$ cat src/rtl/lsu_pkg.sv
// -----------------------------------------------------------------------------
// lsu_pkg
// Shared definitions for the load/store unit: data width, RV32I funct3
// encodings for memory ops, FSM state type and the request legality check.
// -----------------------------------------------------------------------------
package lsu_pkg;

    localparam int unsigned XLEN = 32;

    localparam logic [2:0] F3_B  = 3'b000;
    localparam logic [2:0] F3_H  = 3'b001;
    localparam logic [2:0] F3_W  = 3'b010;
    localparam logic [2:0] F3_BU = 3'b100;
    localparam logic [2:0] F3_HU = 3'b101;

    typedef enum logic [2:0] {
        ST_IDLE,
        ST_LOAD,
        ST_RMW_RD,
        ST_WRITE,
        ST_RESP
    } lsu_state_e;

    // Illegal funct3 or a halfword/word address that is not naturally aligned.
    function automatic logic req_is_err(input logic       we,
                                        input logic [2:0] f3,
                                        input logic [1:0] addr_lo);
        logic illegal;
        logic misaligned;
        if (we) begin
            illegal = !((f3 == F3_B) || (f3 == F3_H) || (f3 == F3_W));
        end else begin
            illegal = !((f3 == F3_B) || (f3 == F3_H) || (f3 == F3_W) ||
                        (f3 == F3_BU) || (f3 == F3_HU));
        end
        misaligned = ((f3[1:0] == 2'b01) && addr_lo[0]) ||
                     ((f3[1:0] == 2'b10) && (addr_lo != 2'b00));
        return illegal || misaligned;
    endfunction

endpackage

$ cat src/rtl/lsu_mem_master_if.sv
// -----------------------------------------------------------------------------
// lsu_mem_master_if
// Bundles the core-side request/response handshake and the data-memory port.
//   req_*  : request from the core (valid/ready, we, funct3, addr, wdata)
//   resp_* : one-cycle completion pulse with load data and error flag
//   mem_*  : word-aligned memory port, combinational read data in mem_rd
// Modports:
//   master : the load/store unit itself
//   slave  : the environment (core + data memory)
// -----------------------------------------------------------------------------
interface lsu_mem_master_if;
    import lsu_pkg::*;

    logic            req_valid;
    logic            req_ready;
    logic            req_we;
    logic [2:0]      req_funct3;
    logic [XLEN-1:0] req_addr;
    logic [XLEN-1:0] req_wdata;

    logic            resp_valid;
    logic [XLEN-1:0] resp_rdata;
    logic            resp_err;

    logic            mem_we;
    logic [XLEN-1:0] mem_addr;
    logic [XLEN-1:0] mem_wd;
    logic [XLEN-1:0] mem_rd;

    modport master (
        input  req_valid, req_we, req_funct3, req_addr, req_wdata, mem_rd,
        output req_ready, resp_valid, resp_rdata, resp_err,
               mem_we, mem_addr, mem_wd
    );

    modport slave (
        output req_valid, req_we, req_funct3, req_addr, req_wdata, mem_rd,
        input  req_ready, resp_valid, resp_rdata, resp_err,
               mem_we, mem_addr, mem_wd
    );

endinterface

$ cat src/rtl/lsu_load_align.sv
// -----------------------------------------------------------------------------
// lsu_load_align
// Combinational load data alignment: picks the addressed byte/halfword out of
// a memory word and sign- or zero-extends it according to funct3.
//   i_word    : aligned memory word
//   i_addr_lo : byte offset within the word
//   i_funct3  : load funct3 (LB/LH/LW/LBU/LHU)
//   o_data    : extended result (0 for non-load encodings)
// -----------------------------------------------------------------------------
module lsu_load_align
    import lsu_pkg::*;
(
    input  logic [XLEN-1:0] i_word,
    input  logic [1:0]      i_addr_lo,
    input  logic [2:0]      i_funct3,
    output logic [XLEN-1:0] o_data
);

    logic [7:0]  w_byte;
    logic [15:0] w_half;

    assign w_byte = i_word[{i_addr_lo, 3'b000} +: 8];
    assign w_half = i_word[{i_addr_lo[1], 4'b0000} +: 16];

    always_comb begin
        o_data = '0;
        case (i_funct3)
            F3_B:    o_data = {{24{w_byte[7]}}, w_byte};
            F3_BU:   o_data = {24'd0, w_byte};
            F3_H:    o_data = {{16{w_half[15]}}, w_half};
            F3_HU:   o_data = {16'd0, w_half};
            F3_W:    o_data = i_word;
            default: o_data = '0;
        endcase
    end

endmodule

$ cat src/rtl/lsu_mem_master.sv
// -----------------------------------------------------------------------------
// lsu_mem_master
// Single-outstanding load/store initiator between the core memory stage and a
// word-addressed data memory. Sub-word stores use read-modify-write; illegal
// or misaligned requests respond with an error without touching memory.
//   clk : system clock
//   rst : synchronous active-high reset (aborts any transaction in flight)
//   bus : lsu_mem_master_if.master (request, response and memory port)
// -----------------------------------------------------------------------------
module lsu_mem_master
    import lsu_pkg::*;
(
    input  logic                    clk,
    input  logic                    rst,
    lsu_mem_master_if.master        bus
);

    lsu_state_e      r_state;
    lsu_state_e      w_next;

    logic            r_we;
    logic [2:0]      r_funct3;
    logic [XLEN-1:0] r_addr;
    logic [XLEN-1:0] r_wdata;
    logic [XLEN-1:0] r_merge;
    logic [XLEN-1:0] r_rdata;
    logic            r_err;

    logic            w_accept;
    logic            w_req_err;
    logic [XLEN-1:0] w_aligned;
    logic [XLEN-1:0] w_load_data;
    logic [XLEN-1:0] w_merged;

    assign w_accept  = bus.req_valid && bus.req_ready;
    assign w_req_err = req_is_err(bus.req_we, bus.req_funct3, bus.req_addr[1:0]);
    assign w_aligned = {r_addr[XLEN-1:2], 2'b00};

    lsu_load_align u_load_align (
        .i_word    (bus.mem_rd),
        .i_addr_lo (r_addr[1:0]),
        .i_funct3  (r_funct3),
        .o_data    (w_load_data)
    );

    // Store merge: replace only the addressed lane of the word read in RMW_RD.
    always_comb begin
        w_merged = r_merge;
        if (r_funct3 == F3_H) begin
            w_merged[{r_addr[1], 4'b0000} +: 16] = r_wdata[15:0];
        end else begin
            w_merged[{r_addr[1:0], 3'b000} +: 8] = r_wdata[7:0];
        end
    end

    // State register
    always_ff @(posedge clk) begin
        if (rst) begin
            r_state <= ST_IDLE;
        end else begin
            r_state <= w_next;
        end
    end

    // Next-state logic
    always_comb begin
        w_next = r_state;
        case (r_state)
            ST_IDLE: begin
                if (w_accept) begin
                    if (w_req_err) begin
                        w_next = ST_RESP;
                    end else if (!bus.req_we) begin
                        w_next = ST_LOAD;
                    end else if (bus.req_funct3 == F3_W) begin
                        w_next = ST_WRITE;
                    end else begin
                        w_next = ST_RMW_RD;
                    end
                end
            end
            ST_LOAD:   w_next = ST_RESP;
            ST_RMW_RD: w_next = ST_WRITE;
            ST_WRITE:  w_next = ST_RESP;
            ST_RESP:   w_next = ST_IDLE;
            default:   w_next = ST_IDLE;
        endcase
    end

    // Request latch, merge word and response data.
    // resp_rdata only changes on the edge that enters RESP so it holds
    // the previous response's value while the next request is in flight.
    always_ff @(posedge clk) begin
        if (rst) begin
            r_we     <= 1'b0;
            r_funct3 <= '0;
            r_addr   <= '0;
            r_wdata  <= '0;
            r_merge  <= '0;
            r_rdata  <= '0;
            r_err    <= 1'b0;
        end else begin
            if (w_accept) begin
                r_we     <= bus.req_we;
                r_funct3 <= bus.req_funct3;
                r_addr   <= bus.req_addr;
                r_wdata  <= bus.req_wdata;
                r_err    <= w_req_err;
                if (w_req_err) begin
                    r_rdata <= '0;
                end
            end
            if (r_state == ST_RMW_RD) begin
                r_merge <= bus.mem_rd;
            end
            if (r_state == ST_LOAD) begin
                r_rdata <= w_load_data;
            end
            if ((r_state == ST_WRITE) && r_we) begin
                r_rdata <= '0;
            end
        end
    end

    // Outputs; everything is forced inactive while rst is high so a write in
    // progress is dropped at the reset edge.
    always_comb begin
        bus.req_ready  = 1'b0;
        bus.resp_valid = 1'b0;
        bus.resp_err   = 1'b0;
        bus.mem_we     = 1'b0;
        bus.mem_addr   = '0;
        bus.mem_wd     = '0;
        if (!rst) begin
            case (r_state)
                ST_IDLE: bus.req_ready = 1'b1;
                ST_LOAD, ST_RMW_RD: bus.mem_addr = w_aligned;
                ST_WRITE: begin
                    bus.mem_we   = 1'b1;
                    bus.mem_addr = w_aligned;
                    bus.mem_wd   = (r_funct3 == F3_W) ? r_wdata : w_merged;
                end
                ST_RESP: begin
                    bus.resp_valid = 1'b1;
                    bus.resp_err   = r_err;
                end
                default: ;
            endcase
        end
    end

    assign bus.resp_rdata = r_rdata;

endmodule

$ cat src/flat_wrapper.sv
// flat-port wrapper written by rule: the top's interface ports become plain ports
module lsu_mem_master_flat import lsu_pkg::*;
  (clk, rst, bus_req_valid, bus_req_we, bus_req_funct3, bus_req_addr, bus_req_wdata, bus_mem_rd, bus_req_ready, bus_resp_valid, bus_resp_rdata, bus_resp_err, bus_mem_we, bus_mem_addr, bus_mem_wd);
  lsu_mem_master_if bus_i ();
  input  logic clk;
  input  logic rst;
  input wire logic [$bits(bus_i.req_valid)-1:0] bus_req_valid;
  input wire logic [$bits(bus_i.req_we)-1:0] bus_req_we;
  input wire logic [$bits(bus_i.req_funct3)-1:0] bus_req_funct3;
  input wire logic [$bits(bus_i.req_addr)-1:0] bus_req_addr;
  input wire logic [$bits(bus_i.req_wdata)-1:0] bus_req_wdata;
  input wire logic [$bits(bus_i.mem_rd)-1:0] bus_mem_rd;
  output wire logic [$bits(bus_i.req_ready)-1:0] bus_req_ready;
  output wire logic [$bits(bus_i.resp_valid)-1:0] bus_resp_valid;
  output wire logic [$bits(bus_i.resp_rdata)-1:0] bus_resp_rdata;
  output wire logic [$bits(bus_i.resp_err)-1:0] bus_resp_err;
  output wire logic [$bits(bus_i.mem_we)-1:0] bus_mem_we;
  output wire logic [$bits(bus_i.mem_addr)-1:0] bus_mem_addr;
  output wire logic [$bits(bus_i.mem_wd)-1:0] bus_mem_wd;
  assign bus_i.req_valid = bus_req_valid;
  assign bus_i.req_we = bus_req_we;
  assign bus_i.req_funct3 = bus_req_funct3;
  assign bus_i.req_addr = bus_req_addr;
  assign bus_i.req_wdata = bus_req_wdata;
  assign bus_i.mem_rd = bus_mem_rd;
  assign bus_req_ready = bus_i.req_ready;
  assign bus_resp_valid = bus_i.resp_valid;
  assign bus_resp_rdata = bus_i.resp_rdata;
  assign bus_resp_err = bus_i.resp_err;
  assign bus_mem_we = bus_i.mem_we;
  assign bus_mem_addr = bus_i.mem_addr;
  assign bus_mem_wd = bus_i.mem_wd;
  lsu_mem_master u_core (.clk(clk), .rst(rst), .bus(bus_i));
endmodule
$ cat config.mk
export PLATFORM = sky130hd
export DESIGN_NAME = lsu_mem_master_flat
export DESIGN_NICKNAME = d
export VERILOG_FILES = /design/src/rtl/lsu_pkg.sv /design/src/rtl/lsu_mem_master_if.sv /design/src/rtl/lsu_load_align.sv /design/src/rtl/lsu_mem_master.sv /design/src/flat_wrapper.sv
export SDC_FILE = /design/constraint.sdc
export NUM_CORES = 1
export LEC_CHECK = 0
export ABC_AREA = 1
export CAP_MARGIN = 20
export CORE_MARGIN = 2
export CORE_UTILIZATION = 30
export CTS_BUF_LIST = sky130_fd_sc_hd__clkbuf_4
export CTS_CLUSTER_SIZE = 14
export DETAILED_ROUTE_END_ITERATION = 6
export HOLD_SLACK_MARGIN = 0.12
export RECOVER_POWER = 25
export SYNTH_ARGS = -nofsm -noshare
export SYNTH_HDL_FRONTEND = slang
export SYNTH_SLANG_ARGS = --single-unit
$ cat constraint.sdc
create_clock -name clk -period 2.3 [get_ports clk]
set_input_delay 0.345 -clock clk [delete_from_list [all_inputs] [get_ports clk]]
set_output_delay 0.345 -clock clk [all_outputs]
set_load 0.02 [all_outputs]
== After elaboration in Yosys (flattened, before gate mapping) ==
Index checks and enable logic that the tools add are counted.
Word-level totals
  register bits after elaboration: 136
  bits of input ports: 103
  output and inout port bits: 100
  word-level logic and storage cells: 79
Operators by class
  $add $sub $neg: 2
  equality and inequality tests: 15
  shift-type cells: 6
  muxes and demuxes: 26
  reductions and logical operators: 22
Operator list (count)
  32-bit 2-to-1 mux: 9
  32-bit one-hot mux with 5 select lines: 1
  32-bit bitwise mux: 2
  16-bit by 7-bit variable shift with 32-bit output, first input constant: 1
  8-bit by 7-bit variable shift with 32-bit output, first input constant: 1
  16-bit by 7-bit indexed part select with 32-bit output: 1
  32-bit by 6-bit indexed part select with 16-bit output: 1
  32-bit by 6-bit indexed part select with 8-bit output: 1
  8-bit by 7-bit indexed part select with 32-bit output: 1
  3-bit == test, second input constant: 5
  5-bit negation with 7-bit output: 2
  3-bit by 2-bit == test with 1-bit output, second input constant: 4
  1-bit 2-to-1 mux: 10
  3-bit by 1-bit == test with 1-bit output, second input constant: 3
  3-bit logical NOT: 3
  3-bit 2-to-1 mux: 3
  3-bit one-hot mux with 3 select lines: 1
  1-bit logical OR: 6
  2-bit nonzero test: 3
  1-bit logical AND: 4
  2-bit OR reduction: 2
  3-bit OR reduction: 1
  2-bit by 1-bit == test with 1-bit output, second input constant: 1
  2-bit == test, second input constant: 1
  3 further kinds: 4

== Longest topological paths before layout ==
Gate-level depths: netlist (run 1).
  depth after elaboration: 11
  gate-level depth with buffers: 11
  gate-level depth less buffers: 9

== Modules after synthesis ==
From an unflattened synthesis (run 1), not the netlist that was laid out.
Unflattened totals
  cells, all modules: 1167
  area total of the unflattened synthesis: 7228.2 µm²
Modules (own cells, without submodules)
  lsu_mem_master: times used 1, cells an instance 960, area each 6348.6 µm², seq. area each 2722.6 µm²
  lsu_load_align: times used 1, cells an instance 207, area each 879.6 µm², seq. area each 0.0 µm²

== Worst setup path before layout (run 1) ==
Ideal clock, no wire load.
  path type: register -> output
  start: register u_core.r_addr[1]
  end: output bus_mem_wd[28]
  data arrival time: 2.073 ns
  data required time: 1.955 ns
  path slack: -0.118 ns
  stages on the path, launching flop included: 12
  path buffers: 2
  cell sequence: dfxtp_1 > inv_2 > buf_1 > ha_1 > inv_1 > clkbuf_1 > nand3_1 > nor2_1 > o21ai_0 > nand2_1 > o21ai_0 > nor2_1
Between the ends
  word-level cells in the longest chain between the ends: 7
  elaborated cells on any way between the ends: 12
  classes of those cells: add/sub: 2; shift: 4; mux: 6
RTL lines
  from (decl): RTL line lsu_mem_master.sv:23  | logic [XLEN-1:0] r_addr;
  from (signal assigned): RTL line lsu_mem_master.sv:106  | r_addr <= bus.req_addr;
  5-bit negation with 7-bit output, on equally long branches: RTL line lsu_mem_master.sv:50, lsu_mem_master.sv:52
  16-bit by 7-bit indexed part select with 32-bit output, or another cell as far along: RTL line lsu_mem_master.sv:50  | w_merged[{r_addr[1], 4'b0000} +: 16] = r_wdata[15:0];
  32-bit bitwise mux, on equally long branches: RTL line lsu_mem_master.sv:50, lsu_mem_master.sv:52
  32-bit 2-to-1 mux *: RTL line lsu_mem_master.sv:49  | if (r_funct3 == F3_H) begin
  32-bit 2-to-1 mux *: RTL line lsu_mem_master.sv:141  | bus.mem_wd = (r_funct3 == F3_W) ? r_wdata : w_merged;
  32-bit 2-to-1 mux *: RTL line lsu_mem_master.sv:135  | case (r_state)
  32-bit 2-to-1 mux *: RTL line lsu_mem_master.sv:134  | if (!rst) begin
  to (decl): RTL line flat_wrapper.sv:19  | output wire logic [$bits(bus_i.mem_wd)-1:0] bus_mem_wd;
Mark *: on every way between the ends. The rest lies on a longest branch, timed or not.

== Worst setup path in the final report (run 1) ==
  start: register u_core.r_addr[0]
  end: output bus_mem_wd[10]
Between the ends
  word-level cells in the longest chain between the ends: 7
  elaborated cells on any way between the ends: 8
  classes of those cells: add/sub: 1; shift: 2; mux: 5
RTL lines
  5-bit negation with 7-bit output *: RTL line lsu_mem_master.sv:52  | w_merged[{r_addr[1:0], 3'b000} +: 8] = r_wdata[7:0];
  8-bit by 7-bit indexed part select with 32-bit output or 8-bit by 7-bit variable shift with 32-bit output (tied branches): RTL line lsu_mem_master.sv:52
  32-bit bitwise mux *: RTL line lsu_mem_master.sv:52
  32-bit 2-to-1 mux *: RTL line lsu_mem_master.sv:49
  32-bit 2-to-1 mux *: RTL line lsu_mem_master.sv:141
  32-bit 2-to-1 mux *: RTL line lsu_mem_master.sv:135
  32-bit 2-to-1 mux *: RTL line lsu_mem_master.sv:134
Marks and branches as above.

==> metrics.yaml, run 1 <==
floorplan:
  die_y_um: 155
  start_util_pct: 30.4
  die_w_um: 155
  ios: 203
  die_area_mm2: 0.0240
  core_mm2: 0.0225
  num_rows: 55
sta:
  period_minus_slack_ps: 2520
  layout_setup_ws_ps: -219
  finalSetupViolations: 76
  worst_slew_pin_slew_ps: 1110
  slew_headroom_pct: 25.9
  fmax_mhz: 397
  fin_skew_ps: 16.5
  final-max-slew-violation-count: 0
  fin_tns_setup_ps: -8350
  period_share_pct: 110
  finalHoldViolCount: 0
  rsz0062_at_grt: "yes"
  hold_ws_ps: 319
critical_path:
  crit_slowest_cell: "dfxtp_4"
  reg2reg_slack_ps: 440
  path_buf_inv: 3
  critPathMostFrequentCell: "buf_6"
  timing.rr.end: "u_core.r_wdata[26]"
  worst_r2r_path_depth: 9
  setup.worst_path.end_class: "output port"
  worstPathMaxFanout: 4
  crit_chain: "inv_6 -> ha_4 -> buf_6 -> nor2_4 -> nand2_2 -> o21ai_1 -> a21oi_4 -> nor2_2 -> buf_6"
  critPathLaunchType: "flop"
  cp_top_family: "flip-flops"
  arrival_ps: 2170
  worst_ep_required_time_ps: 1960
  path_class: "flop to output port"
  r2r-start: "u_core.r_state[2]"
  critPathMaxStageDelay_ps: 400
cells_and_area:
  nets: 1402
  drive_above_1_share_pct: 25.4
  fin_area_mm2: 0.0107
  area_delta_synth_final_pct: 56.3
drt:
  via_per_inst: 4.86
  ant_nets: 0
  num_vias: 7745
  drt_wl_total_mm: 25.5
  drt-initial-drc-count: 430
  first_pass_iters: 5
  wl_per_cell_um: 16.0
  drc: 0
placement:
  hpwl_mm: 18.2
  portBuffers: 200
  gp_congestion: 0.896
  dpl-instance-area_mm2: 0.00952
job:
  cap_violations: 0
power:
  vdd_drop_max_uv: 327
  power.density_mw_per_mm2: 593
  p_total_mw: 6.34
  power_leakage_nw: 4.16
global_routing:
  grt_pass1_vias: 7255
  grt_pass1_wl_mm: 39.3
  grt_antenna_before_repair: 1
  overflow: 0
  gr-usage-all-layers_pct: 20.8
  grt_max_degree: 78
clocking:
  cts_sinks: 136
  htreeDepth: 4
  clock_latency_ps: 560
  clkSlewWorstSetupHoldPaths_ps: 120
  cts_tree: "yes"
  clock-root-buffer: "clkbuf_4"
  clock_path_buffers: 2
  postCtsHoldBufs: 0
  numCtsBuffers: 17
synth:
  synth_cell_type_count: 32
  ys_ff_latch: 136
  syn_inst: 1059
  synthesis.area_mm2: 0.00685
  synth-seq-area-share_pct: 39.8
  ys_warn_count: 0
  avgSynthCellArea_um2: 6.47
outcome:
  run_status: "finished with violations"
  violations: "negative setup slack"
hold_path:
  worstHoldStart: "bus_req_wdata[31]"
  hp-class: "primary input to flop"
  hold_depth: 3
  min_to: "u_core.r_wdata[31]"
[worst max-delay path by stage]
stage                     start             end  cells after the start
2_1_floorplan  u_core.r_addr[1]  bus_mem_wd[31]                     10
3_3_place_gp                rst  bus_mem_wd[14]                      6
3_5_place_dp                rst  bus_mem_wd[14]                      6
4_1_cts        u_core.r_addr[1]   bus_mem_wd[6]                     10
5_1_grt        u_core.r_addr[0]   bus_mem_wd[5]                     10
6_report       u_core.r_addr[0]  bus_mem_wd[10]                      9
[routing by layer]
layer | share of wire (%) | global-route usage, %
met3 | 6.6 | 5.13
met5 | 0 | 0
met4 | 2.8 | 7.41
met2 | 47 | 33.9
met1 | 44 | 26.7
[worst register-to-register path, cell delays in order (launching register included)]
cell and delay [ps]:
dfxtp_1 330, buf_4 130, nor2_1 120, inv_1 50, nor2_1 120, nand2_1 120, clkinv_1 60, clkbuf_4 560
nand2_1 190, nand2_1 110
[per-stage QoR]
stage | instances | util [%] | setup WS (ps)
5_1_grt | 1592 | 47.6 | -332
4_1_cts | 1587 | 46.8 | -269
3_3_place_gp | 1542 | 42.3 | -328
3_5_place_dp | 1542 | 42.3 | -377
2_1_floorplan | 1060 | - | 10.9
6_report | 1592 | 47.6 | -219
[sequential cells by signal, summed over array words and instances, names as in the netlist]
register               cells
u_core.r_wdata            32
u_core.r_addr             32
u_core.bus.resp_rdata     32
u_core.r_we                1
u_core.r_err               1
u_core.r_state             3
u_core.r_funct3            3
u_core.r_merge            32
[where the power goes]
group / total (mW) / internal [mW] / leakage, nW / switching (mW)
Combinational: 1.88 / 0.817 / 2.89 / 1.06
Clock: 1.84 / 0.864 / 0.161 / 0.972
Sequential: 2.63 / 2.53 / 1.11 / 0.0958
Total: 6.34 / 4.21 / 4.16 / 2.13
[synthesized netlist by cell type (all sizes together)]
cell    instances  area share [%]
o31ai           1            0.11
conb            1           0.055
a21oi         104             7.6
o211ai          7            0.77
nor3b           1            0.27
buf            26             2.4
clkinv          2            0.11
nand2         320              18
clkbuf         43             2.4
and2            1           0.091
nor3            4            0.29
nor2           95             5.7
dfxtp         136              40
inv            69             3.8
ha              5            0.91
nand3          79             5.8
o21ai         156              11
or2             5            0.46
nand4           1           0.091
o22ai           3            0.27
[logic make-up (layout without fill, tap and decap cells)]
family / Yosys count / in the layout / synth area share [%]
AND/OR/NAND/NOR: 506 / 506 / 30.4
buffers and inverters: 140 / 386 / 8.61
AO/OA/AOI/OAI: 271 / 271 / 20.2
flip-flops: 136 / 136 / 39.8
adder cells (fa/ha/maj): 5 / 5 / 0.914
other: 1 / 3 / 0.0548
[cell type report]
| cell class | instances | area, um^2 |
|---|---|---|
| inverter | 71 | 294 |
| timing repair buffer | 284 | 2790 |
| antenna | 1 | 2.50 |
| fill | 2263 | 11800 |
| sequential | 136 | 2740 |
| clock buffer | 17 | 128 |
| tap | 285 | 357 |
| clock inverter | 14 | 199 |
| multi-input combinational | 784 | 4200 |
[timing repair]
| item | CTS | global route |
|---|---|---|
| resized for setup | 426 | 106 |
| pin swaps | 60 | 49 |
| buffers inserted | 11 | 5 |
| gates cloned | 3 | 0 |
| endpoints found under the setup margin | 66 | 65 |
[cell usage in the layout, fill, tap and decap left out, types with 6 or more instances in the layout]
master and instances:
buf_12 11, o21ai_2 24, buf_4 56, nand2_4 8, inv_1 59, nor2_1 67, nor2_4 11, nand3_1 61
o21ai_0 108, a21oi_2 20, clkbuf_2 27, o21ai_1 20, a21oi_1 81, nand2_1 290, nor2_2 16, buf_6 38
nand2_2 21, inv_6 6, clkbuf_4 18, dfxtp_1 131, clkdlybuf4s50_1 133, nand3_2 14, o211ai_1 7
No activity file was read; power rests on OpenSTA's default activity.
==> run 2: changes to the inputs <==
- ABC_CLOCK_PERIOD_IN_PS: unset -> 2300
- RECOVER_POWER: 25 -> 50
==> metrics.yaml, run 2 (synthesized netlist as in run 1, its figures left out) <==
cells_and_area:
  final_cell_mix: "nand2_1, clkdlybuf4s50_1, dfxtp_1"
  nets: 1402  # unchanged
  drive_above_1_share_pct: 25.4  # unchanged
  layout_commonest_cell: "nand2_1"
  area_delta_synth_final_pct: 56.3  # about the same
critical_path:
  critPathLaunchType: "flop"
  arrival_ps: 2170  # about the same
  setup.worst_path.end_class: "output port"
  crit_slowest_cell: "dfxtp_4"
  critPathMostFrequentCell: "buf_6"
  worst_ep_required_time_ps: 1960  # about the same
  worst_r2r_path_depth: 7  # -2
  worstPathMaxFanout: 4  # unchanged
  path_class: "flop to output port"
  crit_chain: "inv_6 -> ha_4 -> buf_6 -> nor2_4 -> nand2_2 -> o21ai_1 -> a21oi_4 -> nor2_2 -> buf_6"
  critPathMaxStageDelay_ps: 400  # about the same
drt:
  num_vias: 7744  # -0.013%
  drc: 0  # unchanged
  first_pass_iters: 5  # unchanged
  via_per_inst: 4.86  # about the same
  drt_wl_total_mm: 25.5  # about the same
  wl_per_cell_um: 16.0  # about the same
  drt-initial-drc-count: 430  # unchanged
  ant_nets: 0  # unchanged
job:
  cap_violations: 0  # unchanged
sta:
  period_minus_slack_ps: 2520  # +0.0350 ps
  finalSetupViolations: 76  # unchanged
  hold_ws_ps: 318  # -0.122 ps
  fmax_mhz: 397  # about the same
  layout_setup_ws_ps: -219  # -0.0350 ps
  worst_slew_pin_slew_ps: 1110  # -3.48 ps
  fin_tns_setup_ps: -8240  # +117 ps
  fin_skew_ps: 17.2  # +0.772 ps
  period_share_pct: 110  # about the same
  finalHoldViolCount: 0  # unchanged
  final-max-slew-violation-count: 0  # unchanged
  rsz0062_at_grt: "yes"
  slew_headroom_pct: 26.2  # +0.23 points
global_routing:
  grt_use_met1_pct: 26.7  # unchanged
  grt_pass1_vias: 7255  # unchanged
  busiest_layer: "met2"
  grt_pass1_wl_mm: 39.3  # unchanged
  overflow: 0  # unchanged
  grt_use_met2_pct: 33.9  # unchanged
  grt_antenna_before_repair: 1  # unchanged
  grt_max_degree: 78  # unchanged
  gr-usage-all-layers_pct: 20.8  # unchanged
  met3_usage_pct: 5.13  # unchanged
clocking:
  cts_sinks: 136  # unchanged
  htreeDepth: 4  # unchanged
  clkSlewWorstSetupHoldPaths_ps: 120  # about the same
  clock_path_buffers: 2  # unchanged
  clock-root-buffer: "clkbuf_4"
  clock_latency_ps: 570  # about the same
  postCtsHoldBufs: 0  # unchanged
  cts_tree: "yes"
  numCtsBuffers: 17  # unchanged
floorplan:
  start_util_pct: 30.4  # unchanged
  num_rows: 55  # unchanged
  ios: 203  # unchanged
  die_w_um: 155  # unchanged
  die_area_mm2: 0.0240  # unchanged
  core_mm2: 0.0225  # unchanged
  die_y_um: 155  # unchanged
outcome:
  violations: "negative setup slack"
  run_status: "finished with violations"
power:
  power_leakage_nw: 4.16  # about the same
  vdd_drop_max_uv: 328  # about the same
  power.density_mw_per_mm2: 593  # about the same
placement:
  portBuffers: 200  # unchanged
  gp_congestion: 0.896  # unchanged
  hpwl_mm: 18.2  # unchanged
hold_path:
  hp-class: "primary input to flop"
  hold_depth: 3  # unchanged
run 2: cell counts in the layout (fill, tap and decap cells not counted):
No cell type changed its count.
run 2: metrics by stage:
| stage | cell area [um^2] | total power, mW | instances | utilization, % | setup WS, ps |
|---|---|---|---|---|---|
| after floorplan | 6900 | 3.51 | 1060 | - | 10.9 |
| after global placement | 9520 | 4.18 | 1542 | 42.3 | -328 |
| after detailed placement | 9520 | 4.19 | 1542 | 42.3 | -377 |
| after CTS | 10500 | 6.31 | 1587 | 46.8 | -269 |
| after global routing | 10700 | 6.67 | 1592 | 47.6 | -332 |
| final | 10700 | 6.34 | 1592 | 47.6 | -219 |
run 2: path summary, 6_finish.rpt:
path	from	end	slack [ps]
worst max register to register	u_core.r_state[1]	u_core.r_wdata[7]	350
worst min register to register	u_core.r_wdata[23]	u_core.r_wdata[23]	470
worst min-delay path	bus_req_wdata[31]	u_core.r_wdata[31]	320
worst max-delay path	u_core.r_addr[0]	bus_mem_wd[10]	-220
run 2: timing repair:
action / in CTS / in global routing
buffers inserted: 11 / 5
endpoints found under the setup margin: 66 / 65
endpoints found under the hold margin: 0 / 0
cloned: 3 / 0
pin swaps: 60 / 49
gates resized for setup: 426 / 106
run 2: critical path, delay by kind of cell, from the launching register on:
kind	cells	cell delay (ps)
flip-flops	1	400
AND/OR/NAND/NOR	3	380
AO/OA/AOI/OAI	2	360
buffers and inverters	3	310
adder cells (fa/ha/maj)	1	170
run 2: layer usage:
layer	share of wire, %	vias up
met5	0	-
met4	2.7	0
met3	7.0	45
met2	47	267
met1	43	3504
li1	-	3928
run 2: area by class of cell:
| class | count | area, um^2 |
|---|---|---|
| Antenna cell | 1 | 2.50 |
| Clock buffer | 17 | 128 |
| Clock inverter | 14 | 199 |
| Fill cell | 2264 | 11800 |
| Inverter | 71 | 294 |
| Multi-Input combinational cell | 784 | 4200 |
| Sequential cell | 136 | 2740 |
| Tap cell | 285 | 357 |
| Timing Repair Buffer | 284 | 2780 |
run 2: report_power, final:
group | switching (mW) | internal (mW) | total (mW) | leakage, nW
registers | 0.0955 | 2.53 | 2.63 | 1.11
clock network | 0.972 | 0.863 | 1.84 | 0.161
logic | 1.06 | 0.816 | 1.88 | 2.88
total | 2.13 | 4.21 | 6.34 | 4.16
==> run 3: changes to the inputs <==
- CORE_ASPECT_RATIO: unset -> 0.5
==> metrics.yaml, run 3 (synthesized netlist as in run 1, its figures left out) <==
sta:
  final-max-slew-violation-count: 0  # unchanged
  finalSetupViolations: 40  # -47%
  slew_headroom_pct: 11.0  # -15 points
  period_share_pct: 112  # +3.0 points
  rsz0062_at_grt: "yes"
  fin_skew_ps: 37.6  # +20.4 ps
  worst_slew_pin_slew_ps: 1340  # +228 ps
  layout_setup_ws_ps: -287  # -68.3 ps
  finalHoldViolCount: 0  # unchanged
  fmax_mhz: 387  # -2.6%
  period_minus_slack_ps: 2590  # +68.3 ps
floorplan:
  die_area_mm2: 0.0241  # +0.30%
  num_rows: 39  # -29%
  die_w_um: 218  # +40%
  core_mm2: 0.0226  # +0.40%
  start_util_pct: 30.3  # -0.12 points
  ios: 203  # unchanged
  die_y_um: 111  # -29%
drt:
  route.met2.wl_mm: 11.7  # -2.4%
  drt-initial-drc-count: 617  # +43%
  wl_met1_mm: 12.0  # +8.9%
  via_per_inst: 4.86  # about the same
  top_layer_used: "met4"
  drt_wl_total_mm: 26.0  # +2.0%
  first_pass_iters: 5  # unchanged
  num_vias: 7849  # +1.4%
  wl_per_cell_um: 16.1  # +0.66%
  ant_nets: 0  # unchanged
  drc: 0  # unchanged
  routed-wl-met3_mm: 1.92  # +8.0%
critical_path:
  path_class: "flop to output port"
  critPathLaunchType: "flop"
  worst_ep_required_time_ps: 1960  # about the same
  worstPathMaxFanout: 5  # +1
  cp-startpoint: "u_core.r_addr[1]"
  reg2reg_slack_ps: 190  # -160 ps
  setup.worst_path.end_class: "output port"
  arrival_ps: 2240  # +70 ps
  r2r-start: "u_core.r_state[1]"
placement:
  place_inst: 1567  # +1.6%
  portBuffers: 200  # unchanged
  post-place-ws_ps: -369  # +8.05 ps
  gp_congestion: 0.902  # +0.67%
  dpl-instance-area_mm2: 0.00957  # +0.58%
  hpwl_mm: 19.3  # +6.2%
cells_and_area:
  layout_commonest_cell: "nand2_1"
  regArea_mm2: 0.00274  # about the same
  final_cell_mix: "nand2_1, clkdlybuf4s50_1, dfxtp_1"
  fin_util_pct: 45.9  # -1.6 points
  drive_above_1_share_pct: 24.2  # -1.2 points
  area_delta_synth_final_pct: 51.6
  nets: 1402  # unchanged
  multiInputGateArea_mm2: 0.00414  # -1.4%
  fin_area_mm2: 0.0104  # -3.0%
  fillCellCount: 2346  # +3.6%
  stdcell_count: 1614  # +1.4%
clocking:
  clock_latency_ps: 620  # +50 ps
  htreeDepth: 4  # unchanged
  clock_path_buffers: 2  # unchanged
  numCtsBuffers: 17  # unchanged
  postCtsHoldBufs: 0  # unchanged
  clock-root-buffer: "clkbuf_4"
  cts_tree: "yes"
  cts_sinks: 136  # unchanged
  clkSlewWorstSetupHoldPaths_ps: 150  # +30 ps
power:
  vdd_drop_max_uv: 297  # -9.3%
  power.density_mw_per_mm2: 562  # -5.2%
  p_total_mw: 5.83  # -8.0%
  power_leakage_nw: 4.09  # -1.6%
outcome:
  run_status: "finished with violations"
  violations: "negative setup slack"
job:
  cap_violations: 0  # unchanged
global_routing:
  gr-usage-all-layers_pct: 21.5  # +0.68 points
  overflow: 0  # unchanged
  grt_pass1_wl_mm: 40.4  # +2.6%
  grt_max_degree: 72  # -7.7%
  grt_antenna_before_repair: 1  # unchanged
  grt_pass1_vias: 7389  # +1.8%
hold_path:
  worstHoldStart: "bus_req_wdata[31]"
  hp-class: "primary input to flop"
[run 3: changes by cell type in the layout (fill, tap and decap cells not counted), moves of 13 or more]
cell / previous run / this run
buf_2: 2 / 18
buf_4: 55 / 73
clkbuf_2: 27 / 14
nand2_1: 290 / 303
nand2_2: 21 / 7
[run 3: stage by stage]
stage | TNS [ps] | hold WS [ps]
floorplan | 0 | 417
global placement | -14360 | 453
detailed placement | -8990 | 455
CTS | -7550 | 206
global route | -18670 | 221
finish | -7260 | 266
[run 3: final timing paths]
check | endpoint | depth (start not counted)
worst max register to register | u_core.r_wdata[15] | 8
worst min register to register | u_core.bus.resp_rdata[27] | 2
worst min-delay path | u_core.r_wdata[31] | 3
worst max-delay path | bus_mem_wd[18] | 9
[run 3: routing by layer]
layer  global-route usage (%)  vias up
met1                     29.2     3648
met4                     5.53        0
met2                     32.6      250
met5                        0        -
met3                     6.89       26
li1                         -     3925
[run 3: worst max-delay path, stage by stage (launching register included)]
cell and delay (ps):
dfxtp_4 400, inv_6 50, ha_4 290, nand3_4 110
inv_4 100, nand2_2 40, o211ai_1 70, nand3_1 150
a21oi_2 250, buf_6 150
[run 3: where the power goes]
group | internal (mW) | switching (mW)
clock network | 0.438 | 0.951
logic | 0.756 | 1.05
registers | 2.53 | 0.106
[run 3: area by class of cell]
class,count,area share (%)
Tap cell,307,3.70
Timing Repair Buffer,284,25.1
Inverter,71,2.78
Multi-Input combinational cell,784,39.8
Antenna cell,1,0.0241
Clock buffer,19,1.37
Sequential cell,136,26.4
Clock inverter,12,0.783
[run 3: timing repair]
item	4_1_cts	5_1_grt
buffers inserted	8	6
gates cloned	1	0
pin swaps	33	33
resized for setup	398	123
endpoints found under the setup margin	66	64
